--- config.mk ---
export PLATFORM = sky130hd
export DESIGN_NAME = bus_rr_sched
export DESIGN_NICKNAME = d
export VERILOG_FILES = /design/src/rtl/bus_sched_pkg.sv /design/src/rtl/bus_rr_sched_rr_pick.sv /design/src/rtl/bus_rr_sched.sv
export SDC_FILE = /design/constraint.sdc
export NUM_CORES = 1
export LEC_CHECK = 0
export CORE_ASPECT_RATIO = 1.5
export CORE_MARGIN = 2
export CORE_UTILIZATION = 50
export DETAILED_ROUTE_END_ITERATION = 6
export GPL_TIMING_DRIVEN = 0
export PLACE_DENSITY_LB_ADDON = 0.15
export SETUP_SLACK_MARGIN = 0.5
export SLEW_MARGIN = 20
export SYNTH_ARGS = -nofsm -noshare
export SYNTH_HDL_FRONTEND = slang
export SYNTH_SLANG_ARGS = --single-unit
--- constraint.sdc ---
create_clock -name clk -period 12.2 [get_ports clk]
set_clock_uncertainty 0.05 [all_clocks]
set_input_delay 1.83 -clock clk [delete_from_list [all_inputs] [get_ports clk]]
set_output_delay 1.83 -clock clk [all_outputs]
set_load 0.1 [all_outputs]
--- src/rtl/bus_sched_pkg.sv ---
// Shared definitions for the bus segment controllers.
//   state_e   : scheduler FSM states
//   ID_W      : width of the destination ID field at the packet MSBs
//   get_dest  : extracts the destination ID from a packet of any width
//               (packet zero-extended to PKT_MAX_W, msb = packet width - 1)
package bus_sched_pkg;

  localparam int ID_W      = 8;
  localparam int PKT_MAX_W = 1024;
  localparam int PKT_IDX_W = 10;

  typedef enum logic [2:0] {
    IDLE,
    GRANT,
    POP,
    ROUTE,
    PUSH,
    DROP
  } state_e;

  // The ID always sits in the top ID_W bits of the real packet, so the
  // caller passes the packet's own MSB index rather than a fixed width.
  function automatic logic [ID_W-1:0] get_dest(
    input logic [PKT_MAX_W-1:0] pkt,
    input logic [PKT_IDX_W-1:0] msb
  );
    return pkt[msb -: ID_W];
  endfunction

endpackage

--- src/rtl/bus_rr_sched_rr_pick.sv ---
// rr_pick: combinational round-robin picker.
//   req      in   N     request vector
//   last_gnt in   IW    index granted last time; search starts one above it
//   valid    out  1     at least one request present
//   index    out  IW    first requesting index after last_gnt, wrapping mod N
// The wrap is done with an explicit modulo so N need not be a power of two
// and an index >= N can never be produced.
module rr_pick #(
  parameter int N  = 6,
  parameter int IW = (N > 1) ? $clog2(N) : 1
) (
  input  logic [N-1:0]  req,
  input  logic [IW-1:0] last_gnt,
  output logic          valid,
  output logic [IW-1:0] index
);

  int unsigned base;
  int unsigned cand;

  // Walk the N candidates in priority order; the first hit wins and
  // later hits are ignored through the valid flag.
  always_comb begin
    valid = 1'b0;
    index = '0;
    base  = 32'(last_gnt);
    cand  = 0;
    for (int k = 1; k <= N; k++) begin
      cand = (base + 32'(k)) % 32'(N);
      if (!valid && (((req >> cand) & N'(1)) != '0)) begin
        valid = 1'b1;
        index = IW'(cand);
      end
    end
  end

endmodule

--- src/rtl/bus_rr_sched.sv ---
// bus_rr_sched: round-robin scheduler and router for one shared bus segment.
// Picks a pending driver FIFO fairly, pops one packet, decodes the destination
// ID in its MSBs and pushes it to the target receiver, to every driver except
// the source on broadcast, or drops it (with err and drop_cnt) if invalid.
//   clk       in   1               rising-edge clock
//   reset     in   1               synchronous active-high reset
//   pndng     in   drvrs           per-driver FIFO not-empty
//   D_pop     in   drvrs*pckg_sz   per-driver FIFO head, driver i at [i*pckg_sz +: pckg_sz]
//   pop       out  drvrs           one-hot pop strobe
//   push      out  drvrs           receiver push mask, 1 cycle
//   D_push    out  pckg_sz         packet on the bus, holds last value when push=0
//   gnt_id    out  GW              currently/last granted source
//   busy      out  1               FSM not idle
//   err       out  1               1-cycle pulse on a dropped packet
//   pkt_cnt   out  CNT_W           delivered packets, saturating
//   drop_cnt  out  CNT_W           dropped packets, saturating
module bus_rr_sched
  import bus_sched_pkg::*;
#(
  parameter int              drvrs     = 6,
  parameter int              pckg_sz   = 16,
  parameter logic [ID_W-1:0] broadcast = 8'hFF,
  parameter int              CNT_W     = 8,
  parameter int              GW        = (drvrs > 1) ? $clog2(drvrs) : 1
) (
  input  logic                     clk,
  input  logic                     reset,
  input  logic [drvrs-1:0]         pndng,
  input  logic [drvrs*pckg_sz-1:0] D_pop,
  output logic [drvrs-1:0]         pop,
  output logic [drvrs-1:0]         push,
  output logic [pckg_sz-1:0]       D_push,
  output logic [GW-1:0]            gnt_id,
  output logic                     busy,
  output logic                     err,
  output logic [CNT_W-1:0]         pkt_cnt,
  output logic [CNT_W-1:0]         drop_cnt
);

  state_e             state;
  state_e             state_nxt;
  logic [GW-1:0]      last_gnt;
  logic [pckg_sz-1:0] pkt;
  logic               pick_valid;
  logic [GW-1:0]      pick_idx;
  logic [drvrs-1:0]   gnt_onehot;
  logic               pop_ok;
  logic [pckg_sz-1:0] head;
  logic [ID_W-1:0]    dest;
  logic               route_ok;
  logic [drvrs-1:0]   route_mask;

  rr_pick #(
    .N  (drvrs),
    .IW (GW)
  ) u_pick (
    .req      (pndng),
    .last_gnt (last_gnt),
    .valid    (pick_valid),
    .index    (pick_idx)
  );

  assign gnt_onehot = drvrs'(1) << gnt_id;
  assign pop_ok     = |(pndng & gnt_onehot);
  assign head       = pckg_sz'(D_pop >> (32'(gnt_id) * 32'(pckg_sz)));
  assign busy       = (state != IDLE);

  // Destination decode for the packet captured in POP. Broadcast is tested
  // first because its ID lies outside the driver range.
  always_comb begin
    dest       = get_dest(PKT_MAX_W'(pkt), PKT_IDX_W'(pckg_sz - 1));
    route_ok   = 1'b0;
    route_mask = '0;
    if (dest == broadcast) begin
      route_ok   = 1'b1;
      route_mask = ~gnt_onehot;
    end else if ((32'(dest) < 32'(drvrs)) && (32'(dest) != 32'(gnt_id))) begin
      route_ok   = 1'b1;
      route_mask = drvrs'(1) << dest;
    end
  end

  // State register.
  always_ff @(posedge clk) begin
    if (reset) begin
      state <= IDLE;
    end else begin
      state <= state_nxt;
    end
  end

  // Next-state logic and the pop strobe. pop is decoded from the state
  // register but qualified by the live pndng bit, so a FIFO that emptied
  // between GRANT and POP is never popped and the transfer aborts.
  always_comb begin
    state_nxt = state;
    pop       = '0;
    case (state)
      IDLE: begin
        if (|pndng) begin
          state_nxt = GRANT;
        end
      end
      GRANT: begin
        state_nxt = pick_valid ? POP : IDLE;
      end
      POP: begin
        if (pop_ok) begin
          pop       = gnt_onehot;
          state_nxt = ROUTE;
        end else begin
          state_nxt = IDLE;
        end
      end
      ROUTE: begin
        state_nxt = route_ok ? PUSH : DROP;
      end
      PUSH, DROP: begin
        state_nxt = IDLE;
      end
      default: begin
        state_nxt = IDLE;
      end
    endcase
  end

  // Datapath: grant capture, packet capture, and the registered push/err
  // pulses which are loaded on the edge leaving ROUTE so they are visible
  // exactly in the PUSH or DROP cycle. Counters step on that same edge.
  // last_gnt only moves on a real pop, so aborted grants keep fairness.
  always_ff @(posedge clk) begin
    if (reset) begin
      last_gnt <= GW'(drvrs - 1);
      gnt_id   <= '0;
      pkt      <= '0;
      push     <= '0;
      D_push   <= '0;
      err      <= 1'b0;
      pkt_cnt  <= '0;
      drop_cnt <= '0;
    end else begin
      push <= '0;
      err  <= 1'b0;
      case (state)
        GRANT: begin
          if (pick_valid) begin
            gnt_id <= pick_idx;
          end
        end
        POP: begin
          if (pop_ok) begin
            pkt      <= head;
            last_gnt <= gnt_id;
          end
        end
        ROUTE: begin
          if (route_ok) begin
            push   <= route_mask;
            D_push <= pkt;
            if (pkt_cnt != '1) begin
              pkt_cnt <= pkt_cnt + 1'b1;
            end
          end else begin
            err <= 1'b1;
            if (drop_cnt != '1) begin
              drop_cnt <= drop_cnt + 1'b1;
            end
          end
        end
        default: begin
        end
      endcase
    end
  end

endmodule
After elaboration in Yosys (flattened, before gate mapping)
Cells that the tools add are included.
{"block": "totals", "word_cells": 91, "register_bits": 64, "inputBits": 104, "output_inout_bits": 49}
{"block": "classes", "n_bitwise": 4, "n_eq_ne": 8, "reduce_logical": 22, "mux": 24, "shifts": 9, "order_cmp": 1, "n_div": 6, "addsub": 8}
{"op": "$mod A32 B3 Y32 const B", "count": 6}
{"op": "$shr A6 B32 Y1", "count": 6}
{"op": "$shr A96 B7 Y16", "count": 1}
{"op": "$mux W6", "count": 4}
{"op": "$mux W3", "count": 7}
{"op": "$add A8 B1 Y8 const B", "count": 2}
{"op": "$ne A8 B8 Y1 const B", "count": 2}
{"op": "$add A3 B3 Y4 const B", "count": 3}
{"op": "$pmux W3 S4", "count": 1}
{"op": "$reduce_or A6 Y1", "count": 2}
{"op": "$mux W1", "count": 10}
{"op": "$add A3 B2 Y4 const B", "count": 2}
{"op": "$eq A8 B8 Y1 const B", "count": 1}
{"op": "$lt A8 B3 Y1 const B", "count": 1}
{"op": "$ne A8 B3 Y1", "count": 1}
{"op": "$shl A1 B8 Y6 const A", "count": 1}
{"op": "$and A6 B6 Y6", "count": 1}
{"op": "$eq A3 B2 Y1 const B", "count": 2}
{"op": "$logic_and A1 B1 Y1", "count": 6}
{"op": "$not A6 Y6", "count": 1}
{"op": "$reduce_and A2 Y1", "count": 3}
{"op": "$reduce_and A3 Y1", "count": 2}
{"op": "$shl A1 B3 Y6 const A", "count": 1}
{"op": "$logic_not A1 Y1", "count": 5}
{"op": "other kinds (9)", "count": 11}

Logic depth before layout (Yosys ltp)
Gate-level depths: netlist (run 1).
{"block": "logic_depth", "depth_word": 21, "ltp_mapped": 18, "ltp_nobuf": 16}

Hierarchy
Synthesis (run 1) repeated with hierarchy kept, for this count alone.
{"block": "unflattened", "hier_cells": 559, "area_unflattened_um2": 4683.2}
{"module": "bus_rr_sched", "area_per_inst_um2": 3482.1, "cells_each": 386, "seq_area_each_um2": 1281.2, "n_inst": 1}
{"module": "rr_pick", "area_per_inst_um2": 1201.2, "cells_each": 173, "seq_area_each_um2": 0.0, "n_inst": 1}

Worst setup path after synthesis (run 1)
Ideal clock, no wire load.
{"block": "synth_timing", "path_kind": "input-to-output", "start": "in pndng[4]", "end": "out pop[0]", "slack_ps": 5114, "t_arrival_ps": 5206, "n_path_buf": 0, "path_stages": 5, "required_time_ps": 10320, "cell_sequence": "mux4_2 nand2_1 o21ai_0 nand3_1 nor4_1"}
{"block": "synth_between", "elab_chain_len": 4}
{"element": "start: declaration", "line": "bus_rr_sched.sv:28", "source": "input logic [drvrs-1:0] pndng,"}
{"element": "$and A6 B6 Y6", "line": "bus_rr_sched.sv:64", "source": "assign pop_ok = |(pndng & gnt_onehot);"}
{"element": "$reduce_or A6 Y1", "line": "bus_rr_sched.sv:64"}
{"element": "$mux W6", "line": "bus_rr_sched.sv:108", "source": "if (pop_ok) begin"}
{"element": "$mux W6", "line": "bus_rr_sched.sv:98", "source": "case (state)"}
{"element": "end: declaration", "line": "bus_rr_sched.sv:30", "source": "output logic [drvrs-1:0] pop,"}
No other way between the ends.

Worst setup path after layout (run 1)
{"block": "layout_timing", "start": "in pndng[1]", "end": "out pop[4]"}
Same word-level chain as after synthesis.

==> out/metrics.cfg, run 1 <==
[clocking]
cts_resized = 0
clk_latency_ns = 0.32
htreeDepth = 3
cts.sinks = 64
cts_buffer_depth = 2
cts_tree = done
cts_root_buffer = clkbuf_16
post_cts_buffers = 0
holdBufCountCts = 0
clkTransAtPathRegs_ns = 0.05
numCtsBuffers = 9

[setup_path]
reg2reg_slack_ns = 7.64
r2r_cells = 16
worstPathMaxFanout = 10
cp.required_ns = 10.32
cp.arrival_ns = 5.43
path_cells = clkdlybuf4s50_1, mux4_2, nand2_1, o21ai_0, and3_1, clkbuf_1, buf_1, nand2_1, nor3_1, clkdlybuf4s50_1
cpPeakStageDelay_ns = 1.17
crit_slowest_cell = clkdlybuf4s50_1
path_buf_inv = 4
crit_type = in -> out
endpoint_kind = output pin
startpoint_type = primary input
r2r_start = last_gnt[2]
critical_path.top_delay_family = buffers and inverters
r2r-end = gnt_id[0]

[logic_synthesis]
yosysMostFrequentCell = nor2_1
synth_edf_count = 0
synth_cells = 516
synthTopCellsByCount = nor2_1 (76), dfxtp_1 (64), a21oi_1 (48), nand2_1 (45), mux2i_1 (28)
ys_async_sr_fraction_pct = 0
synth_top_area_share_pct = 28.85
ys_top_cells_by_area = dfxtp_1 (29%), mux4_2 (9.6%), nor2_1 (6.4%)
yosys_warnings = 0
synth_top_area_cell = dfxtp_1
synth_seq_cells = 64
synthFlopType = dfxtp_1
syn_area_mm2 = 0.004442
avgSynthCellArea_um2 = 8.608
ys_types = 66
synth_nets = 641
ys_seq_area_share_pct = 28.85

[sta]
finalSetupViolCount = 0
tns_ns = 0
maxSlewHeadroom_pct = 31.47
rsz0062_at_grt = no
hold_slack_ns = 0.4047
period_needed_ns = 7.308
max_freq_mhz = 136.8
worst_pin_slew_ns = 1.025
hold_viol = 0
finalCritPeriodShare_pct = 59.90
drv_slew = 0

[die]
dieArea_mm2 = 0.009669
fp-row-count = 42
die_height_um = 119.4
die_w_um = 80.96
start_util_pct = 50.92
core-area_mm2 = 0.008723
pin_count = 153

[route]
avgViaCountPerCell = 5.784
drc = 0
drt-initial-drc-count = 281
wl_mm = 13.45
firstDrtPassIters = 5
ant_nets = 0
vias = 4587
wire_per_inst_um = 16.96

[placed_design]
dpl-instance-area_mm2 = 0.006091
post-dp-hpwl_mm = 10.57
portBuffers = 151
routabilityCongestion = 0.8841

[min_path]
hold_start = D_push[0]
min_path_type = reg -> reg
min_to = D_push[0]
worstHoldPathCells = 2

[pwr]
irDropWorstVdd_v = 0.0001381
leakagePower_nw = 2.277
p_per_area_mw_per_mm2 = 183.0

[run]
drv_cap = 0

[global_route]
grt_antenna_before_repair = 0
grt_pass1_wl_mm = 21.36
grt_overflow = 0
grt_pass1_vias = 4548
grt_max_degree = 11
grt_use_total_pct = 28.12

[layout]
fin_nets = 803
post-route-util_pct = 73.11
stdcell_area_mm2 = 0.006377
syn2layout_area_growth_pct = 43.58
drive_gt1_share_pct = 8.931
antenna_cells = 0

[outcome]
status = completed

worst max-delay path by stage:
stage	cells past startpoint	start	to	slack, ns
after detailed placement	10	pndng[1]	pop[4]	5.00
final	10	pndng[1]	pop[4]	4.89
after floorplan	5	pndng[4]	pop[0]	5.11
after CTS	10	pndng[1]	pop[4]	4.93
after global routing	10	pndng[1]	pop[4]	4.66
after global placement	10	pndng[1]	pop[4]	4.97
placed cells by master (no fill, tap or decap), types with 6 or more instances in the layout:
| master | count |
|---|---|
| a211oi_1 | 23 |
| a21oi_1 | 48 |
| buf_1 | 7 |
| buf_2 | 6 |
| clkbuf_1 | 20 |
| clkbuf_16 | 9 |
| clkdlybuf4s50_1 | 151 |
| dfxtp_1 | 64 |
| ha_1 | 21 |
| inv_1 | 13 |
| mux2i_1 | 28 |
| mux4_2 | 19 |
| nand2_1 | 45 |
| nand3_1 | 8 |
| nand3b_1 | 8 |
| nand4_1 | 6 |
| nor2_1 | 76 |
| nor3_1 | 7 |
| o21ai_0 | 15 |
| xnor2_1 | 8 |
| xor2_1 | 9 |
power by group:
group	total [mW]	switching, mW	internal, mW
Clock	0.240	0.0863	0.154
Sequential	0.253	0.0216	0.231
Combinational	0.674	0.394	0.280
Total	1.17	0.502	0.665
metrics by stage:
| stage | cells | power, mW | setup WS [ns] |
|---|---|---|---|
| final | 793 | 1.167 | 4.892 |
| after global routing | 793 | 1.239 | 4.664 |
| after floorplan | 516 | 0.7633 | 5.114 |
| after CTS | 793 | 1.165 | 4.933 |
| after global placement | 777 | 0.9084 | 4.974 |
| after detailed placement | 777 | 0.9236 | 4.998 |
worst reg2reg max path, cell delays in order, from the launching register on:
cell      delay, ns
dfxtp_1        0.53
buf_2          0.29
inv_1          0.16
ha_1           0.23
buf_2          0.18
nand2_1        0.18
nand2_1        0.12
ha_1           0.35
nand2b_1       0.18
or4_1          0.42
a21oi_2        0.22
nor3_1         0.08
or3b_4         0.38
a22oi_4        0.24
o21ai_2        0.16
or4_1          0.57
a21oi_1        0.14
cells by family (layout without fill, tap and decap cells):
kind of cell / count (synthesis) / in the layout / synth area share (%)
compound gates: 123 / 123 / 19.07
xor+xnor: 18 / 18 / 3.719
fa+ha+maj: 22 / 22 / 6.169
buf+inv: 49 / 216 / 4.648
flops: 64 / 64 / 28.85
mux: 52 / 52 / 17.21
simple gates: 188 / 188 / 20.34
per-layer routing:
metal	share of wire [%]	track usage (%)
met5	0	0
met4	3.2	11.76
met3	4.5	3.485
met2	53	51.34
met1	39	31.88
state kept, by name, summed over array words and instances, names as in the netlist:
name	flops
gnt_id	3
D_push	16
pkt	16
state	3
last_gnt	3
drop_cnt	8
err	1
pkt_cnt	8
push	6
area by class of cell:
class	count	area [µm²]
Buffer	33	146.4
Sequential cell	64	1281
Clock buffer	14	274.0
Multi-Input combinational cell	403	2954
Fill cell	686	2346
Clock inverter	2	12.51
Timing Repair Buffer	151	1511
Inverter	16	60.06
Tap cell	110	137.6
No activity file was read; power rests on OpenSTA's default activity.
==> run 2, diff against run 1 <==
CORE_UTILIZATION = 42   (was 50)
clock period = 6.6 ns   (was 12.2 ns; I/O delays follow)
==> run 2 against run 1 <==
Cell area up 1.0%. Critical path depth did not move. Power up 87%. Hold slack worse by 0.0019 ns. Global-route usage decreased by 3.5 points.
==> out/metrics.cfg, run 2 (synthesized netlist as in run 1, its figures left out) <==
[pwr]
p_total_mw = 2.187  ; +87%
p_per_area_mw_per_mm2 = 339.5  ; +86%
irDropWorstVdd_v = 0.0001810  ; +31%
leakagePower_nw = 2.286  ; +0.38%

[global_route]
grt_use_total_pct = 24.58  ; -3.5 points
grt_max_degree = 12  ; +1
grt_pass1_wl_mm = 21.80  ; +2.1%
busiest_layer = met2
grt_antenna_before_repair = 0  ; unchanged
grt_pass1_vias = 4559  ; +0.24%
grt_overflow = 0  ; unchanged
met1_usage_pct = 26.62  ; -5.3 points
grt_use_met3_pct = 4.175  ; +0.69 points
grt_util_met2_pct = 45.68  ; -5.7 points

[placed_design]
dpl-instance-area_mm2 = 0.006133  ; +0.70%
post-place-ws_ns = 0.9943  ; -4.004 ns
post-dp-hpwl_mm = 10.95  ; +3.6%
portBuffers = 151  ; unchanged
routabilityCongestion = 0.8445  ; -4.5%
dp_cells = 811  ; +4.4%

[sta]
period_needed_ns = 5.693
finalCritPeriodShare_pct = 86.26
tns_ns = 0  ; unchanged
finalSetupViolCount = 0  ; unchanged
worst_pin_slew_ns = 1.049  ; +0.02425 ns
hold_viol = 0  ; unchanged
maxSlewHeadroom_pct = 29.85  ; -1.6 points
rsz0062_at_grt = no
max_freq_mhz = 175.7
drv_slew = 0  ; unchanged
worst_slack_ns = 0.9070  ; -3.985 ns

[die]
pin_count = 153  ; unchanged
fp-row-count = 46  ; +9.5%
die_w_um = 87.97  ; +8.7%
core-area_mm2 = 0.01042  ; +19%
dieArea_mm2 = 0.01143  ; +18%
die_height_um = 130.0  ; +8.8%
start_util_pct = 42.64  ; -8.3 points

[setup_path]
cp.required_ns = 5.56  ; -4.76 ns
worstPathMaxFanout = 10  ; unchanged
reg2reg_slack_ns = 2.12  ; -5.52 ns
endpoint_kind = output pin
crit_type = in -> out
cp.arrival_ns = 4.65  ; -0.78 ns
startpoint_type = primary input

[layout]
final_common_cell = clkdlybuf4s50_1
nFillCells = 913  ; +33%
syn2layout_area_growth_pct = 45.01
multi_input_area_mm2 = 0.002954  ; unchanged
drive_gt1_share_pct = 9.224  ; +0.29 points
top_regs = D_push x16, pkt x16
antenna_cells = 0  ; unchanged
sequential_cell_area_mm2 = 0.001281  ; unchanged
stdcell_count = 827  ; +4.3%
layout_common_cells = clkdlybuf4s50_1 (151), nor2_1 (76), dfxtp_1 (64)
stdcell_area_mm2 = 0.006441  ; +1.0%
fin_nets = 803  ; unchanged

[clocking]
cts_tree = done
post_cts_buffers = 0  ; unchanged
cts_buffer_depth = 2  ; unchanged
clkTransAtPathRegs_ns = 0.05  ; about the same
holdBufCountCts = 0  ; unchanged
cts_resized = 0  ; unchanged
cts_root_buffer = clkbuf_16
clk_latency_ns = 0.33  ; about the same
cts.sinks = 64  ; unchanged
htreeDepth = 3  ; unchanged
numCtsBuffers = 9  ; unchanged

[route]
wl_mm = 13.69  ; +1.8%
firstDrtPassIters = 4  ; -1
drt-initial-drc-count = 193  ; -31%
vias = 4504  ; -1.8%
drc = 0  ; unchanged
avgViaCountPerCell = 5.446  ; -5.8%
wire_per_inst_um = 16.56  ; -2.4%
ant_nets = 0  ; unchanged

[run]
drv_cap = 0  ; unchanged

[min_path]
min_path_type = reg -> reg

[outcome]
status = completed

run 2: through the flow:
stage | utilization [%] | hold slack (ns)
final | 61.83 | 0.4028
after global routing | 61.83 | 0.4265
after CTS | 61.83 | 0.4082
after floorplan | - | 0.3823
after global placement | 58.88 | 0.3910
after detailed placement | 58.88 | 0.4007
run 2: path summary, 6_finish.rpt:
| check | depth (start not counted) | start | to |
|---|---|---|---|
| worst max-delay path | 10 | pndng[1] | pop[4] |
| worst min-delay path | 2 | D_push[7] | D_push[7] |
| worst min register to register | 2 | D_push[7] | D_push[7] |
| worst max register to register | 16 | last_gnt[2] | gnt_id[0] |
run 2: layout make-up:
class | count | area share (%)
clock buffer | 11 | 3.924
buffer | 33 | 2.273
sequential | 64 | 19.89
multi-input combinational | 403 | 45.86
tap | 144 | 2.797
inverter | 16 | 0.9324
timing repair buffer | 151 | 23.47
clock inverter | 5 | 0.8547
run 2: metal layers:
layer	vias up	part of all wire [%]
met2	159	53
met5	-	0
met3	39	5.4
met4	0	3.7
met1	2087	37
li1	2219	-
run 2: report_power, final:
part / internal, mW / switching, mW / leakage [nW]
clock: 0.311 / 0.169 / 0.148
combinational: 0.517 / 0.725 / 1.62
sequential: 0.427 / 0.0370 / 0.517
run 2: critical path: stages:
cell	delay, ns
clkdlybuf4s50_1	0.62
mux4_2	0.28
nand2_1	0.04
o21ai_0	0.10
and3_1	0.18
clkbuf_1	0.43
buf_1	0.44
nand2_1	0.18
nor3_1	0.21
clkdlybuf4s50_1	1.18
